[config.mk]
export PLATFORM = sky130hd
export DESIGN_NAME = multicycle_sequencer
export DESIGN_NICKNAME = d
export VERILOG_FILES = /design/src/rtl/cpu60_pkg.sv /design/src/rtl/mem_timeout_counter.sv /design/src/rtl/multicycle_sequencer.sv
export SDC_FILE = /design/constraint.sdc
export NUM_CORES = 1
export LEC_CHECK = 0
export BUFFER_PORTS_ARGS = -buffer_cell sky130_fd_sc_hd__buf_2
export CAP_MARGIN = 20
export CORE_MARGIN = 10
export CORE_UTILIZATION = 36
export CTS_BUF_LIST = sky130_fd_sc_hd__clkbuf_2
export DETAILED_ROUTE_END_ITERATION = 12
export PLACE_DENSITY_LB_ADDON = 0.08
export SETUP_SLACK_MARGIN = 0.5
export SYNTH_ARGS = -nofsm -noshare
export SYNTH_HDL_FRONTEND = slang
export SYNTH_SLANG_ARGS = --single-unit
[constraint.sdc]
create_clock -name clk -period 2.61 [get_ports clk]
set_input_delay 0.3915 -clock clk [delete_from_list [all_inputs] [get_ports clk]]
set_output_delay 0.3915 -clock clk [all_outputs]
set_load 0.02 [all_outputs]
[src/rtl/cpu60_pkg.sv]
// Shared definitions for the 60-bit processor: opcodes, sequencer states,
// and the control/fault encodings used by the sequencer and datapath blocks.
package cpu60_pkg;

    localparam int OPCODE_W = 6;

    localparam logic [5:0] OP_NOP    = 6'd0;
    localparam logic [5:0] OP_ADD    = 6'd1;
    localparam logic [5:0] OP_SUB    = 6'd2;
    localparam logic [5:0] OP_LOAD   = 6'd3;
    localparam logic [5:0] OP_STORE  = 6'd4;
    localparam logic [5:0] OP_BRANCH = 6'd5;
    localparam logic [5:0] OP_JUMP   = 6'd6;

    typedef enum logic [2:0] {
        ST_IDLE,
        ST_FETCH,
        ST_DECODE,
        ST_EXEC,
        ST_MEM,
        ST_WB,
        ST_HALT
    } state_t;

    localparam logic [1:0] ALU_OP_ADDR = 2'b00;
    localparam logic [1:0] ALU_OP_ADD  = 2'b01;
    localparam logic [1:0] ALU_OP_SUB  = 2'b10;
    localparam logic [1:0] ALU_OP_CMP  = 2'b11;

    localparam logic [1:0] PC_SRC_INC    = 2'd0;
    localparam logic [1:0] PC_SRC_BRANCH = 2'd1;
    localparam logic [1:0] PC_SRC_JUMP   = 2'd2;

    localparam logic [1:0] FAULT_NONE    = 2'b00;
    localparam logic [1:0] FAULT_ILLEGAL = 2'b01;
    localparam logic [1:0] FAULT_TIMEOUT = 2'b10;

    function automatic logic is_legal_op(input logic [5:0] opcode);
        return opcode <= OP_JUMP;
    endfunction

endpackage

[src/rtl/mem_timeout_counter.sv]
// Counts consecutive memory-wait cycles; expired_o flags the cycle on which
// the limit is reached so the sequencer can fault unless ack arrives then.
module mem_timeout_counter (
    input  logic       clk,
    input  logic       rst_n,
    input  logic       clear_i,
    input  logic       enable_i,
    input  logic [3:0] limit_i,
    output logic       expired_o
);

    logic [3:0] count_q;
    logic [3:0] count_d;

    // count_q holds the number of earlier unacknowledged cycles in this wait.
    always_comb begin
        count_d = count_q;
        if (clear_i) begin
            count_d = 4'd0;
        end else if (enable_i && !expired_o) begin
            count_d = count_q + 4'd1;
        end
    end

    always_ff @(posedge clk or negedge rst_n) begin
        if (!rst_n) begin
            count_q <= 4'd0;
        end else begin
            count_q <= count_d;
        end
    end

    assign expired_o = (count_q == (limit_i - 4'd1));

endmodule

[src/rtl/multicycle_sequencer.sv]
// Multi-cycle control FSM: fetch over req/ack, decode, execute, memory and
// writeback, with memory-ack timeout and illegal-opcode faults into HALT.
module multicycle_sequencer
    import cpu60_pkg::*;
#(
    parameter int OPCODE_W    = 6,
    parameter int MEM_TIMEOUT = 15
) (
    input  logic                clk,
    input  logic                rst_n,
    input  logic                run,
    input  logic [OPCODE_W-1:0] op,
    input  logic                zero,
    input  logic                mem_ack,
    output logic                mem_req,
    output logic                mem_we,
    output logic                iord,
    output logic                ir_write,
    output logic                pc_write,
    output logic [1:0]          pc_src,
    output logic                alu_src,
    output logic [1:0]          alu_op,
    output logic                reg_write,
    output logic                reg_dst,
    output logic                mem_to_reg,
    output logic                busy,
    output logic                instr_retired,
    output logic                fault,
    output logic [1:0]          fault_code
);

    localparam logic [3:0] TIMEOUT_LIMIT = 4'(MEM_TIMEOUT);

    state_t              state_q, state_d;
    logic [OPCODE_W-1:0] op_q, op_d;
    logic [1:0]          fault_q, fault_d;
    logic                memWait;
    logic                expired;
    logic                retire;

    assign memWait = (state_q == ST_FETCH) || (state_q == ST_MEM);

    mem_timeout_counter u_timeout (
        .clk       (clk),
        .rst_n     (rst_n),
        .clear_i   (!memWait || mem_ack),
        .enable_i  (memWait && !mem_ack),
        .limit_i   (TIMEOUT_LIMIT),
        .expired_o (expired)
    );

    always_comb begin
        state_d       = state_q;
        op_d          = op_q;
        fault_d       = fault_q;
        retire        = 1'b0;
        mem_req       = 1'b0;
        mem_we        = 1'b0;
        iord          = 1'b0;
        ir_write      = 1'b0;
        pc_write      = 1'b0;
        pc_src        = PC_SRC_INC;
        alu_src       = 1'b0;
        alu_op        = ALU_OP_ADDR;
        reg_write     = 1'b0;
        reg_dst       = 1'b0;
        mem_to_reg    = 1'b0;
        instr_retired = 1'b0;
        busy          = (state_q != ST_IDLE) && (state_q != ST_HALT);
        fault         = (state_q == ST_HALT);
        fault_code    = fault_q;

        case (state_q)
            ST_IDLE: begin
                if (run) begin
                    state_d = ST_FETCH;
                end
            end
            ST_FETCH: begin
                mem_req = 1'b1;
                if (mem_ack) begin
                    ir_write = 1'b1;
                    pc_write = 1'b1;
                    state_d  = ST_DECODE;
                end else if (expired) begin
                    state_d = ST_HALT;
                    fault_d = FAULT_TIMEOUT;
                end
            end
            ST_DECODE: begin
                op_d = op;
                if (!is_legal_op(op)) begin
                    state_d = ST_HALT;
                    fault_d = FAULT_ILLEGAL;
                end else if (op == OP_NOP) begin
                    retire = 1'b1;
                end else begin
                    state_d = ST_EXEC;
                end
            end
            ST_EXEC: begin
                case (op_q)
                    OP_ADD: begin
                        alu_op  = ALU_OP_ADD;
                        state_d = ST_WB;
                    end
                    OP_SUB: begin
                        alu_op  = ALU_OP_SUB;
                        state_d = ST_WB;
                    end
                    OP_LOAD, OP_STORE: begin
                        alu_op  = ALU_OP_ADDR;
                        alu_src = 1'b1;
                        state_d = ST_MEM;
                    end
                    OP_BRANCH: begin
                        alu_op   = ALU_OP_CMP;
                        pc_src   = PC_SRC_BRANCH;
                        pc_write = zero;
                        retire   = 1'b1;
                    end
                    OP_JUMP: begin
                        pc_src   = PC_SRC_JUMP;
                        pc_write = 1'b1;
                        retire   = 1'b1;
                    end
                    default: begin
                        state_d = ST_HALT;
                        fault_d = FAULT_ILLEGAL;
                    end
                endcase
            end
            ST_MEM: begin
                mem_req = 1'b1;
                iord    = 1'b1;
                mem_we  = (op_q == OP_STORE);
                if (mem_ack) begin
                    if (op_q == OP_STORE) begin
                        retire = 1'b1;
                    end else begin
                        state_d = ST_WB;
                    end
                end else if (expired) begin
                    state_d = ST_HALT;
                    fault_d = FAULT_TIMEOUT;
                end
            end
            ST_WB: begin
                reg_write = 1'b1;
                if (op_q == OP_LOAD) begin
                    mem_to_reg = 1'b1;
                end else begin
                    reg_dst = 1'b1;
                end
                retire = 1'b1;
            end
            ST_HALT: begin
            end
            default: begin
                state_d = ST_IDLE;
            end
        endcase

        // run is only looked at on the final cycle, so clearing it mid-flight
        // lets the current instruction finish before parking in IDLE.
        if (retire) begin
            instr_retired = 1'b1;
            state_d       = run ? ST_FETCH : ST_IDLE;
        end
    end

    always_ff @(posedge clk or negedge rst_n) begin
        if (!rst_n) begin
            state_q <= ST_IDLE;
            op_q    <= '0;
            fault_q <= FAULT_NONE;
        end else begin
            state_q <= state_d;
            op_q    <= op_d;
            fault_q <= fault_d;
        end
    end

endmodule
==> qor.csv <==
metric,value,unit
register bit total from synthesis,15,
Core ar.,2830,µm²
DIE AREA,5630,µm²
syn avg cell area,8.33,µm²
GPL Wtd Cong,0.841,
routed len/inst,15.2,µm
# rows,19,
fmax,430,MHz
TritonRoute pass-1 iters,4,
Initial Util,38.6,%
Final Hold Viols,0,
Worst Max-Slew Pin Slew,0.468,ns
Synth Area in Adders,2.29,%
# DRC,0,
drt initial violations,63,
status,"finished, final reports clean",
Inserted Diodes,0,
largest net degree at the start of global routing,16,
H-Tree Depth,1,
Slew Limit Fails,0,
number of cells on the critical path,5,
worst reg2reg path depth,6,
Mapped Nets,144,
clock sink total,15,
VDD IR max,0.000545,V
CP startpoint kind,flop,
mux share of post-synthesis cell area,7.22,%
Tmin final,2.33,ns
Synth Area in Compound Gates,13.6,%
PwrDens,1090,nW/µm²
IO Pins,29,
grt total ovfl,0,
Leak Pwr,0.642,nW
Power Total,0.00151,W
Gate Count Post-Synth,131,
yosys warns,0,
initial antenna violation count,0,
Setup WS post-layout,0.283,ns
Die Y,75.1,µm
Worst-Skew Late Latency,0.27,ns
Worst path max stage delay,0.49,ns
Place WS,0.418,ns
Critical path origin,op_q[5],
R2R Path Start,op_q[5],
Required @ worst endpoint,2.22,ns
Layout Utilization,48.9,%
Max-Cap Viols,0,
Async SR Flop Fraction,100,%
Crit. End Element,primary output,
worst path buffer plus inverter count,1,
CP endpoint,instr_retired,
CP arrival,1.94,ns
final WL,2.97,mm
ys flop type,dfrtp_1,
clk root buf,clkbuf_2,
Worst R2R End,fault_code[1],
Post-Synthesis Cell Area,1090,µm²
"Cell Chain, Critical Path",or3_4 > or4_4 > and3_4 > nand2_2 > buf_6,
hold crit path type,in -> reg,
DR vias,1049,
largest family of logic cells by synthesized area,simple AND/OR/NAND/NOR gates,
Routed Antenna Nets,0,
Rel. slew slack,68.6,%
critical path's slowest cell,or4_4,
Post-Synth Simple-Gate Area,34.3,%
r2r setup slk,0.58,ns
number of global-route vias before repair,1064,
top cell family by delay on the critical path,simple AND/OR/NAND/NOR gates,
final setup fails,0,
first-pass GRT wire length,4.82,mm
DR vias/cell,5.35,
layout cells sized above 1,35.2,%
CTS tree,built,
clk buf depth,2,
worst-path fanout max,2,
clk_skew,0.00159,ns
Final nets,179,
Post-Synth XOR/XNOR Area,3.21,%
Die W,75.1,µm
clk slew on worst S/H paths,0.15,ns
IO buf count,28,
register area share after synthesis,34.4,%
Syn-to-layout area delta,26.7,%
RSZ-0062 raised after global routing,yes,
crit share post-route,89.1,%
TNS Setup,0,ns
Netlist cell types,37,
Fillers,291,
Global Route Usage Sum,10.8,%
number of synthesized flops with an enable pin,0,
HPWL after DPL,2.34,mm
Inserted Clock Buffers,3,
kind of critical path,reg -> out,
==> metrics by stage <==
stage / hold slack, ns / instance area [µm²] / instances
2_1_floorplan: 0.0959 / 1100 / 131
4_1_cts: 0.351 / 1370 / 196
3_3_place_gp: 0.310 / 1270 / 186
5_1_grt: 0.353 / 1380 / 196
6_report: 0.363 / 1380 / 196
3_5_place_dp: 0.316 / 1270 / 186
==> layer usage <==
| layer | vias to the layer above | GRT usage [%] | part of all wire (%) |
|---|---|---|---|
| li1 | 538 | - | - |
| met1 | 481 | 13.6 | 48 |
| met3 | 2 | 3.68 | 9.3 |
| met4 | 0 | 2.52 | 0.34 |
| met2 | 28 | 17.2 | 43 |
| met5 | - | 0 | 0 |
==> cell families (layout without fill, tap and decap cells) <==
family	count (synthesis)	in the layout
AOI/OAI and AO/OA	22	22
xor gates and xnor gates	4	4
adders and majority gates	2	2
buffers and inverters	14	48
DFF	15	15
muxes	7	7
and+or+nand+nor	67	67
==> power by group <==
part / switching, W / total [W] / internal (W)
Combinational: 0.000507 / 0.000941 / 0.000433
Clock: 0.0000741 / 0.000109 / 0.0000347
Sequential: 0.000130 / 0.000456 / 0.000326
==> registers in the layout (all words and copies together) (netlist names) <==
register / cells
fault_code: 2
u_timeout.count_q: 4
op_q: 6
state_q: 3
==> worst reg2reg max path, stage by stage, from the launching register on <==
cell and delay, ns:
dfrtp_1 0.41, or3_4 0.40, buf_4 0.15, buf_4 0.13, nor4_1 0.43, a31oi_1 0.13
mux2_2 0.29
==> Yosys cell counts (2+ instances only) <==
master    count  share of area, %
nor4_1        2               1.1
o21bai_1      2               1.4
nor2_1       15               5.2
nor3_1        7               3.2
nand3b_1      2               1.4
a31oi_1       4               2.3
xnor2_1       4               3.2
or3_1         2               1.1
ha_1          2               2.3
and3_1        3               1.7
a211oi_1      3               2.1
nand2b_1      4               2.3
nand3_1       6               2.8
nand2_1       9               3.1
dfrtp_1      15                34
a21oi_1       6               2.8
nor3b_1       3               2.1
nor2b_1       5               2.9
clkbuf_1      7               2.4
inv_1         6               2.1
mux2_2        7               7.2
nand4_1       2               1.1
==> timing repair <==
action	4_1_cts	5_1_grt
pin swaps	4	0
endpoints found under the setup margin	4	9
cloned	0	0
resized for setup	8	5
hold endpoints to repair	15	0
buffers inserted	5	0
hold buffers	1	0
==> worst min path at each step <==
| stage | endpoint | from | cells past startpoint |
|---|---|---|---|
| global route | op_q[5] | op[5] | 2 |
| detailed placement | op_q[2] | rst_n | 1 |
| finish | op_q[4] | op[4] | 2 |
| global placement | op_q[2] | rst_n | 1 |
| floorplan | fault_code[0] | rst_n | 0 |
| CTS | op_q[5] | op[5] | 2 |
==> cells in the final DEF (no fill, tap or decap), types with 2 or more instances in the layout <==
master     n
nand3_1    6
nor3b_1    2
mux2_2     7
nor3_1     7
xnor2_1    4
and3_1     3
nor2_1    14
dfrtp_1   15
nand4_1    2
a21oi_1    6
nor2b_1    4
nand2b_1   4
buf_4     12
nor4_1     2
inv_1      6
a31oi_1    4
or3_4      2
nand3b_1   2
a211oi_1   3
buf_6      2
clkbuf_2   3
ha_1       2
nand2_1    8
buf_2     23
o21bai_1   2
nor3b_2    2
==> layout make-up <==
cell class / instances / area (µm²) / area share, %
Multi-Input combinational cell: 102 / 688 / 49.8
Sequential cell: 15 / 375 / 27.1
Timing Repair Buffer: 38 / 238 / 17.2
Tap cell: 31 / 38.8 / 2.81
Inverter: 6 / 22.5 / 1.63
Clock buffer: 3 / 15.0 / 1.09
Clock inverter: 1 / 5.00 / 0.362
(Power assumes the default switching activity.)
